## config.mk

```make
export PLATFORM = sky130hd
export DESIGN_NAME = window_buffer_7x7_ctrl_flat
export DESIGN_NICKNAME = d
export VERILOG_FILES = /design/src/rtl/window_buffer_7x7_ctrl_pkg.sv /design/src/rtl/window_buffer_7x7_ctrl_if.sv /design/src/rtl/window_buffer_7x7_ctrl_valid_delay.sv /design/src/rtl/window_buffer_7x7_ctrl.sv /design/src/flat_wrapper.sv
export SDC_FILE = /design/constraint.sdc
export NUM_CORES = 1
export LEC_CHECK = 0
export BUFFER_PORTS_ARGS = -buffer_cell sky130_fd_sc_hd__buf_4
export CAP_MARGIN = 20
export CORE_ASPECT_RATIO = 0.6
export CORE_MARGIN = 4
export CORE_UTILIZATION = 56
export DETAILED_ROUTE_END_ITERATION = 7
export PLACE_DENSITY = 0.76
export SLEW_MARGIN = 10
export SYNTH_ARGS = -nofsm -noshare
export SYNTH_HDL_FRONTEND = slang
export SYNTH_SLANG_ARGS = --single-unit
```

## constraint.sdc

```tcl
create_clock -name clk -period 6.05 [get_ports clk]
set_input_delay 0.3025 -clock clk [delete_from_list [all_inputs] [get_ports clk]]
set_output_delay 0.3025 -clock clk [all_outputs]
set_load 0.01 [all_outputs]
```

## src/rtl/window_buffer_7x7_ctrl_pkg.sv

```systemverilog
// Shared types and constants for the 7x7 window buffer controller.
package window_buffer_pkg;

    typedef enum logic [2:0] {
        S_IDLE   = 3'd0,
        S_FILL   = 3'd1,
        S_ACTIVE = 3'd2,
        S_DRAIN  = 3'd3,
        S_DONE   = 3'd4
    } state_e;

    localparam int WIN_PIPE_LAT = 2;
    localparam int WIN_CNT_W    = 16;

    function automatic logic [WIN_CNT_W-1:0] sat_inc(
        input logic [WIN_CNT_W-1:0] v
    );
        return (&v) ? v : v + 1'b1;
    endfunction

endpackage

```

## src/rtl/window_buffer_7x7_ctrl_if.sv

```systemverilog
// Control/status bundle between line buffers, datapath and controller.
interface window_buffer_7x7_ctrl_if;
    import window_buffer_pkg::*;

    logic                 start_i;
    logic                 valid_i;
    logic                 i_col_ge_threshold;
    logic                 i_col_eq_max;
    logic                 i_row_eq_max;
    logic                 count_en;
    logic                 valid_o;
    logic                 busy_o;
    logic                 done_o;
    logic                 err_o;
    logic [WIN_CNT_W-1:0] win_cnt_o;

    modport master (
        output start_i, valid_i,
        output i_col_ge_threshold, i_col_eq_max, i_row_eq_max,
        input  count_en, valid_o, busy_o, done_o, err_o, win_cnt_o
    );

    modport slave (
        input  start_i, valid_i,
        input  i_col_ge_threshold, i_col_eq_max, i_row_eq_max,
        output count_en, valid_o, busy_o, done_o, err_o, win_cnt_o
    );

endinterface

```

## src/rtl/window_buffer_7x7_ctrl_valid_delay.sv

```systemverilog
// Fixed-depth single-bit delay line with synchronous reset.
module valid_delay #(
    parameter int DEPTH = 2
) (
    input  logic clk,
    input  logic rst_n,
    input  logic d_i,
    output logic q_o
);

    logic [DEPTH-1:0] sr_q, sr_d;

    always_comb begin
        sr_d = DEPTH'({sr_q, d_i});
    end

    always_ff @(posedge clk) begin
        if (!rst_n) sr_q <= '0;
        else        sr_q <= sr_d;
    end

    assign q_o = sr_q[DEPTH-1];

endmodule

```

## src/rtl/window_buffer_7x7_ctrl.sv

```systemverilog
// Frame sequencer for the 7x7 window datapath: counter gating,
// window-valid alignment, and end-of-frame window-count check.
module window_buffer_7x7_ctrl
    import window_buffer_pkg::*;
#(
    parameter int COLS    = 9,
    parameter int ROWS    = 9,
    parameter int EXP_WIN = (COLS-6)*(ROWS-6)
) (
    input  logic                     clk,
    input  logic                     rst_n,
    window_buffer_7x7_ctrl_if.slave  bus
);

    state_e               state_q, state_d;
    logic [1:0]           drain_q, drain_d;
    logic [WIN_CNT_W-1:0] win_cnt_q, win_cnt_d;
    logic                 err_q, err_d;
    logic                 done_q, done_d;
    logic                 count_en_w;
    logic                 wv;
    logic                 valid_dly;

    always_comb begin
        state_d    = state_q;
        drain_d    = drain_q;
        err_d      = err_q;
        done_d     = 1'b0;
        count_en_w = 1'b0;
        wv         = 1'b0;
        win_cnt_d  = valid_dly ? sat_inc(win_cnt_q) : win_cnt_q;

        unique case (state_q)
            S_IDLE: begin
                if (bus.start_i) begin
                    state_d   = S_FILL;
                    win_cnt_d = '0;
                    err_d     = 1'b0;
                end
            end
            S_FILL: begin
                count_en_w = bus.valid_i;
                if (bus.valid_i && bus.i_col_ge_threshold)
                    state_d = S_ACTIVE;
            end
            S_ACTIVE: begin
                count_en_w = bus.valid_i;
                wv         = bus.valid_i;
                drain_d    = '0;
                if (bus.valid_i && bus.i_col_eq_max)
                    state_d = bus.i_row_eq_max ? S_DRAIN : S_FILL;
            end
            S_DRAIN: begin
                drain_d = drain_q + 2'd1;
                // last window lands on the same edge we leave DRAIN,
                // so the check must use the post-increment count
                if (drain_q == 2'(WIN_PIPE_LAT-1)) begin
                    state_d = S_DONE;
                    done_d  = 1'b1;
                    err_d   = (win_cnt_d != WIN_CNT_W'(EXP_WIN));
                end
            end
            S_DONE: begin
                state_d = S_IDLE;
            end
            default: begin
                state_d = S_IDLE;
            end
        endcase
    end

    always_ff @(posedge clk) begin
        if (!rst_n) begin
            state_q   <= S_IDLE;
            drain_q   <= '0;
            win_cnt_q <= '0;
            err_q     <= 1'b0;
            done_q    <= 1'b0;
        end else begin
            state_q   <= state_d;
            drain_q   <= drain_d;
            win_cnt_q <= win_cnt_d;
            err_q     <= err_d;
            done_q    <= done_d;
        end
    end

    valid_delay #(
        .DEPTH (WIN_PIPE_LAT)
    ) u_valid_delay (
        .clk   (clk),
        .rst_n (rst_n),
        .d_i   (wv),
        .q_o   (valid_dly)
    );

    assign bus.count_en  = count_en_w;
    assign bus.valid_o   = valid_dly;
    assign bus.busy_o    = (state_q == S_FILL) ||
                           (state_q == S_ACTIVE) ||
                           (state_q == S_DRAIN);
    assign bus.done_o    = done_q;
    assign bus.err_o     = err_q;
    assign bus.win_cnt_o = win_cnt_q;

endmodule

```

## src/flat_wrapper.sv

```systemverilog
// flat-port wrapper written by rule: the top's interface ports become plain ports
module window_buffer_7x7_ctrl_flat import window_buffer_pkg::*;
#(
    parameter int COLS    = 9,
    parameter int ROWS    = 9,
    parameter int EXP_WIN = (COLS-6)*(ROWS-6)
)
  (clk, rst_n, bus_start_i, bus_valid_i, bus_i_col_ge_threshold, bus_i_col_eq_max, bus_i_row_eq_max, bus_count_en, bus_valid_o, bus_busy_o, bus_done_o, bus_err_o, bus_win_cnt_o);
  window_buffer_7x7_ctrl_if bus_i ();
  input  logic clk;
  input  logic rst_n;
  input wire logic [$bits(bus_i.start_i)-1:0] bus_start_i;
  input wire logic [$bits(bus_i.valid_i)-1:0] bus_valid_i;
  input wire logic [$bits(bus_i.i_col_ge_threshold)-1:0] bus_i_col_ge_threshold;
  input wire logic [$bits(bus_i.i_col_eq_max)-1:0] bus_i_col_eq_max;
  input wire logic [$bits(bus_i.i_row_eq_max)-1:0] bus_i_row_eq_max;
  output wire logic [$bits(bus_i.count_en)-1:0] bus_count_en;
  output wire logic [$bits(bus_i.valid_o)-1:0] bus_valid_o;
  output wire logic [$bits(bus_i.busy_o)-1:0] bus_busy_o;
  output wire logic [$bits(bus_i.done_o)-1:0] bus_done_o;
  output wire logic [$bits(bus_i.err_o)-1:0] bus_err_o;
  output wire logic [$bits(bus_i.win_cnt_o)-1:0] bus_win_cnt_o;
  assign bus_i.start_i = bus_start_i;
  assign bus_i.valid_i = bus_valid_i;
  assign bus_i.i_col_ge_threshold = bus_i_col_ge_threshold;
  assign bus_i.i_col_eq_max = bus_i_col_eq_max;
  assign bus_i.i_row_eq_max = bus_i_row_eq_max;
  assign bus_count_en = bus_i.count_en;
  assign bus_valid_o = bus_i.valid_o;
  assign bus_busy_o = bus_i.busy_o;
  assign bus_done_o = bus_i.done_o;
  assign bus_err_o = bus_i.err_o;
  assign bus_win_cnt_o = bus_i.win_cnt_o;
  window_buffer_7x7_ctrl #(.COLS(COLS), .ROWS(ROWS), .EXP_WIN(EXP_WIN)) u_core (.clk(clk), .rst_n(rst_n), .bus(bus_i));
endmodule
```

==> out/qor.yml, run 1 <==
synth:
  synthAdderAreaFrac_pct: 1.69
  synth-simple-area-share_pct: 35.9
  synth_top_flop_cell: "dfxtp_1"
  synthesis.instances: 186
  synth_area_um2: 1480
  syn_nets: 195
  synth_compound_area_share_pct: 13.1
  synth_edf_count: 0
  ys_seq_area_share_pct: 33.8
  yosys_warnings: 0
  synth_xor_area_share_pct: 6.50
  synth_area_per_cell_um2: 7.96
  synth_top_family_by_area: "simple AND/OR/NAND/NOR gates"
  synth_cell_type_count: 49
  synth.area.mux_share_pct: 3.46
  synth-seq-cells: 25
  synth-async-reset-ratio_pct: 0
clock_tree:
  cts_hold_buffers: 0
  cts_tree: "yes"
  cts_root_buffer: "clkbuf_8"
  worstSkewPairLatency_ns: 0.27
  clk_pin_slew_ns: 0.09
  numClockSinks: 25
  cts_buffer_depth: 2
  postCtsSetupRepairBufs: 0
  tritoncts.num_buffers: 3
  htreeDepth: 1
  post_cts_resized: 0
finish:
  area_delta_synth_final_pct: 15.5
  regArea_um2: 500
  utilization_pct: 67.8
  multi_input_area_um2: 898
  final_cell_mix: "buf_4, dfxtp_1, nor2_1, nand2_1, nand3_1"
  nFillCells: 217
  fin_nets: 215
  drive_above_1_share_pct: 18.5
  layout_commonest_cell: "buf_4"
  antennaDiodeCount: 0
drt:
  vias_per_cell: 5.99
  wl_per_cell_um: 14.9
  post-route-drc-count: 0
  wirelength_um: 3530
  dr.pass1.iters: 4
  ant_nets: 0
  vias: 1420
  drtIter0Drc: 135
worst_hold_path:
  min_path_type: "primary input to flip-flop"
  whs_path_depth: 3
  worstHoldStart: "bus_valid_i"
  holdPathEnd: "u_core.u_valid_delay.sr_q[0]"
power:
  vdd_drop_max_v: 0.000150
  powerDensity_nw_per_um2: 180
  leakagePower_uw: 0.000692
floorplanning:
  row_count: 14
  start_util_pct: 58.7
  die_h_um: 47.8
  die_w_um: 74.4
  core_um2: 2520
  ios: 28
  die_area_um2: 3560
worst_setup_path:
  crit_top_cell: "and3_1"
  cp_num_buf_inv: 0
  reg2reg_slack_ns: 3.74
  cp-start-kind: "flip-flop"
  cpLargestDelayFamily: "simple AND/OR/NAND/NOR gates"
  cp_cell_sequence: "ha_1, and3_1, and3_1, mux2_1, o21bai_1, and4_1, a21oi_2"
  cp_max_fo: 9
  cpPeakStageDelay_ns: 0.49
  r2r_cells: 7
  path_class: "flip-flop to flip-flop"
  r2r-end: "u_core.bus.err_o"
  crit_required_ns: 6.21
  crit_path_top_delay_cell: "dfxtp_1"
  worstReg2RegStart: "u_core.bus.win_cnt_o[0]"
  critical_path_arrival_ns: 2.47
  critPathCaptureType: "flip-flop"
global_route:
  antenna_found_initial: 0
  grt_pass1_wl_um: 5780
  grt_max_degree: 17
  overflow: 0
  grt_use_total_pct: 21.1
  first_global_vias: 1180
sta:
  hold_viol_final: 0
  setup_viol: 0
  relSlewSlack_pct: 60.5
  period_needed_ns: 2.31
  fin_setup_tns_ns: 0
  slew_violations: 0
  rsz0062_at_grt: "no"
  finalCritPeriodShare_pct: 38.3
  skew_ns: 0.00532
  tightest_slew_ns: 0.588
  max_freq_mhz: 432
placed_design:
  dpl.hpwl_um: 2650
  gp_congestion: 0.870
  portBuffers: 27
job:
  cap_violations: 0
status:
  status: "completed"
worst max path at each step:
stage                        to  slack, ns  cells past startpoint               startpoint
6_report       u_core.bus.err_o       3.74                      7  u_core.bus.win_cnt_o[0]
5_1_grt        u_core.bus.err_o       3.58                      7  u_core.bus.win_cnt_o[0]
2_1_floorplan  u_core.bus.err_o       4.00                      9  u_core.bus.win_cnt_o[1]
3_5_place_dp   u_core.bus.err_o       3.79                      7  u_core.bus.win_cnt_o[0]
4_1_cts        u_core.bus.err_o       3.78                      7  u_core.bus.win_cnt_o[0]
3_3_place_gp   u_core.bus.err_o       3.89                      7  u_core.bus.win_cnt_o[0]
flip-flops by register name (all words and copies together), names as in the netlist:
signal and cells:
u_core.bus.done_o 1, u_core.bus.err_o 1, u_core.bus.win_cnt_o 16, u_core.drain_q 2
u_core.state_q 3, u_core.u_valid_delay.sr_q 2
Yosys cell counts, types with 2 or more instances:
cell type | count | area share [%]
clkbuf_1 | 5 | 1.3
nand3_1 | 12 | 4.1
nand3b_1 | 3 | 1.5
nor2_1 | 22 | 5.6
o21bai_1 | 2 | 1.0
xnor2_1 | 3 | 1.8
o21ai_0 | 2 | 0.68
and3_1 | 7 | 3.0
nor2b_1 | 2 | 0.84
ha_1 | 2 | 1.7
a41oi_1 | 2 | 1.2
nand2_1 | 20 | 5.1
mux2i_1 | 4 | 2.7
buf_2 | 6 | 2.0
and4_1 | 4 | 2.4
nor3_1 | 9 | 3.0
a21oi_1 | 4 | 1.4
xor2_1 | 8 | 4.7
nand4_1 | 7 | 3.0
dfxtp_1 | 25 | 34
inv_1 | 4 | 1.0
a21boi_0 | 2 | 1.0
a211oi_1 | 2 | 1.0
and2_1 | 3 | 1.3
nand2b_1 | 2 | 0.84
layout make-up:
class / instances / area share, %
Clock buffer: 3 / 2.41
Clock inverter: 1 / 0.293
Inverter: 4 / 0.878
Multi-Input combinational cell: 144 / 52.5
Sequential cell: 25 / 29.3
Tap cell: 32 / 2.34
Timing Repair Buffer: 28 / 12.3
cell families after synthesis:
logic type	after synthesis
simple gates	99
compound gates	27
flops	25
buf+inv	17
xor+xnor	11
mux	5
fa+ha+maj	2
metrics by stage:
stage                     cell area, µm²  std cells  setup slack (ns)  hold WS [ns]  power, µW
after global placement              1660        232              3.89         0.424        210
after floorplan                     1480        186              4.00         0.412        199
after global routing                1710        237              3.58         0.300        324
after CTS                           1700        236              3.78         0.299        311
final                               1710        237              3.74         0.307        308
after detailed placement            1660        232              3.79         0.426        212
worst reg2reg max path: cells and delay by family (launching register included):
family | cells | cell delay, ns
compound gates | 2 | 0.16
fa+ha+maj | 1 | 0.30
flops | 1 | 0.49
mux | 1 | 0.35
simple gates | 3 | 0.90
routing by layer:
layer / vias up / GRT usage (%) / wire (µm)
met4: 0 / 3.19 / 12
met5: - / 0 / 0
met1: 673 / 32.7 / 1840
met3: 2 / 5.03 / 249
met2: 43 / 29.7 / 1430
li1: 702 / - / -
power by group:
| part | internal, µW | switching [µW] |
|---|---|---|
| logic | 16.4 | 18.4 |
| clock network | 46.1 | 52.6 |
| registers | 167 | 7.48 |
Power figures use the tool's default switching activity.
==> run 2, diff against run 1 <==
CORE_UTILIZATION = 49   (was 56)
PLACE_DENSITY = 0.71   (was 0.76)
clock period = 1.97 ns   (was 6.05 ns; I/O delays follow)
==> run 2 against run 1 <==
Against the previous run: clock skew is 0.0035 ns higher; critical path depth unchanged; register-to-register slack got worse by 3.7 ns; sequential power increased to 3.0 times the previous value; worst hold slack got worse by 0.20 ns; sequential share of layout area shrank 2.5 points; worst setup slack got worse by 3.7 ns; combinational power grew to 3.5 times the previous value; utilization decreased by 2.2 points; largest cell class unchanged.
==> out/qor.yml, run 2 (same netlist as run 1, synthesis figures left out) <==
status:
  status: "completed"
worst_setup_path:
  r2r-end: "u_core.bus.err_o"
  cp-start-kind: "flip-flop"
  cp_max_fo: 6  # -3
  path_class: "flip-flop to flip-flop"
  critical_path_arrival_ns: 2.07  # -0.40 ns
  crit_end: "u_core.bus.err_o"
  reg2reg_slack_ns: 0.06  # -3.67 ns
  worstReg2RegStart: "u_core.bus.win_cnt_o[0]"
  crit_required_ns: 2.14  # -4.07 ns
  r2r_cells: 7  # unchanged
  critPathCaptureType: "flip-flop"
  crit_start: "u_core.bus.win_cnt_o[0]"
power:
  powerDensity_nw_per_um2: 503  # +180%
  total_power_uw: 954  # +210%
  leakagePower_uw: 0.000788  # +14%
  vdd_drop_max_v: 0.000410  # +170%
clock_tree:
  cts_buffer_depth: 2  # unchanged
  cts_root_buffer: "clkbuf_8"
  postCtsSetupRepairBufs: 0  # unchanged
  htreeDepth: 1  # unchanged
  cts_hold_buffers: 0  # unchanged
  numClockSinks: 25  # unchanged
  clk_pin_slew_ns: 0.09  # about the same
  tritoncts.num_buffers: 3  # unchanged
  worstSkewPairLatency_ns: 0.27  # about the same
  post_cts_resized: 2  # +2
  cts_tree: "yes"
global_route:
  grt_use_total_pct: 21.9  # +0.75 points
  overflow: 0  # unchanged
  grt_pass1_wl_um: 6960  # +21%
  grt_max_degree: 17  # unchanged
  antenna_found_initial: 0  # unchanged
  first_global_vias: 1456  # +23%
sta:
  period_needed_ns: 1.91  # -0.406 ns
  slew_violations: 0  # unchanged
  skew_ns: 0.00878  # +0.00346 ns
  worst_slack_ns: 0.0615  # -3.67 ns
  setup_viol: 0  # unchanged
  relSlewSlack_pct: 71.8  # +11 points
  timing.hold.ws_ns: 0.107  # -0.200 ns
  max_freq_mhz: 524  # +21%
  finalCritPeriodShare_pct: 96.9  # +59 points
  fin_setup_tns_ns: 0  # unchanged
  hold_viol_final: 0  # unchanged
  tightest_slew_ns: 0.422  # -0.166 ns
placed_design:
  dpl.hpwl_um: 3010  # +14%
  pre_cts_ws_ns: 0.00948  # -3.79 ns
  portBuffers: 27  # unchanged
  gp_congestion: 0.956  # +9.9%
job:
  cap_violations: 0  # unchanged
finish:
  antennaDiodeCount: 0  # unchanged
  largest_reg_flops: 16  # unchanged
  layout_commonest_cell: "buf_4"
  drive_above_1_share_pct: 28.4  # +9.9 points
  nFillCells: 257  # +18%
  area_delta_synth_final_pct: 28.0
  fin_nets: 235  # +9.3%
  final_cell_mix: "buf_4, nor2_1, dfxtp_1, nand2_1, nand3_1"
floorplanning:
  ios: 28  # unchanged
  die_area_um2: 4000  # +12%
  core_um2: 2890  # +15%
  row_count: 15  # +1
  die_w_um: 79.0  # +6.2%
  start_util_pct: 51.3  # -7.5 points
  die_h_um: 50.6  # +5.7%
drt:
  vias_per_cell: 5.76  # -3.9%
  wirelength_um: 4020  # +14%
  top_layer: "met4"
  dr.pass1.iters: 4  # unchanged
  post-route-drc-count: 0  # unchanged
  wl_met2_um: 1710  # +20%
  vias: 1537  # +8.2%
  drtIter0Drc: 101  # -25%
  wl_met1_um: 1990  # +8.1%
  ant_nets: 0  # unchanged
  wl_per_cell_um: 15.1  # +1.3%
  wl_met3_um: 291  # +17%
worst_hold_path:
  min_path_type: "primary input to flip-flop"
[run 2: cell count changes in the layout (fill, tap and decap cells not counted), sizes merged]
cell / delta
clkinv: -1
buf: +20
clkbuf: +1
[run 2: worst min-delay path by stage]
stage / to / from / slack [ns] / cells after the start
finish: u_core.u_valid_delay.sr_q[0] / bus_valid_i / 0.11 / 3
global route: u_core.u_valid_delay.sr_q[0] / bus_valid_i / 0.11 / 3
CTS: u_core.u_valid_delay.sr_q[0] / bus_valid_i / 0.1 / 3
detailed placement: u_core.u_valid_delay.sr_q[0] / bus_valid_i / 0.39 / 3
global placement: u_core.u_valid_delay.sr_q[0] / bus_valid_i / 0.38 / 3
floorplan: u_core.u_valid_delay.sr_q[0] / bus_valid_i / 0.24 / 2
[run 2: metal layers]
metal	vias to the layer above	global-route usage (%)
li1	744	-
met1	726	31.6
met2	61	32.4
met3	6	4.66
met4	0	6.57
met5	-	0
[run 2: power by group]
group | internal [µW] | switching (µW) | total, µW
clock | 145 | 159 | 303
sequential | 513 | 16.0 | 529
combinational | 55.6 | 66.4 | 122
total | 713 | 241 | 954
[run 2: metrics by stage]
| stage | instance area (µm²) | std cells | util [%] |
|---|---|---|---|
| 2_1_floorplan | 1490 | 186 | - |
| 3_3_place_gp | 1830 | 263 | 63.3 |
| 3_5_place_dp | 1830 | 263 | 63.3 |
| 4_1_cts | 1890 | 267 | 65.3 |
| 5_1_grt | 1900 | 267 | 65.6 |
| 6_report | 1900 | 267 | 65.6 |
[run 2: final cells by class]
type | instances | area [µm²] | share of cell area [%]
clock buffer | 4 | 45.0 | 2.37
inverter | 4 | 15.0 | 0.792
multi-input combinational | 144 | 916 | 48.3
sequential | 25 | 508 | 26.8
tap | 42 | 52.6 | 2.77
timing repair buffer | 48 | 360 | 19.0
[run 2: worst max-delay path: stages (launching register included)]
cell and delay (ns):
dfxtp_1 0.38, ha_4 0.18, nand3_1 0.12, or4_4 0.47, nand2_2 0.13, mux2i_2 0.27
o211a_1 0.20, a21oi_2 0.05
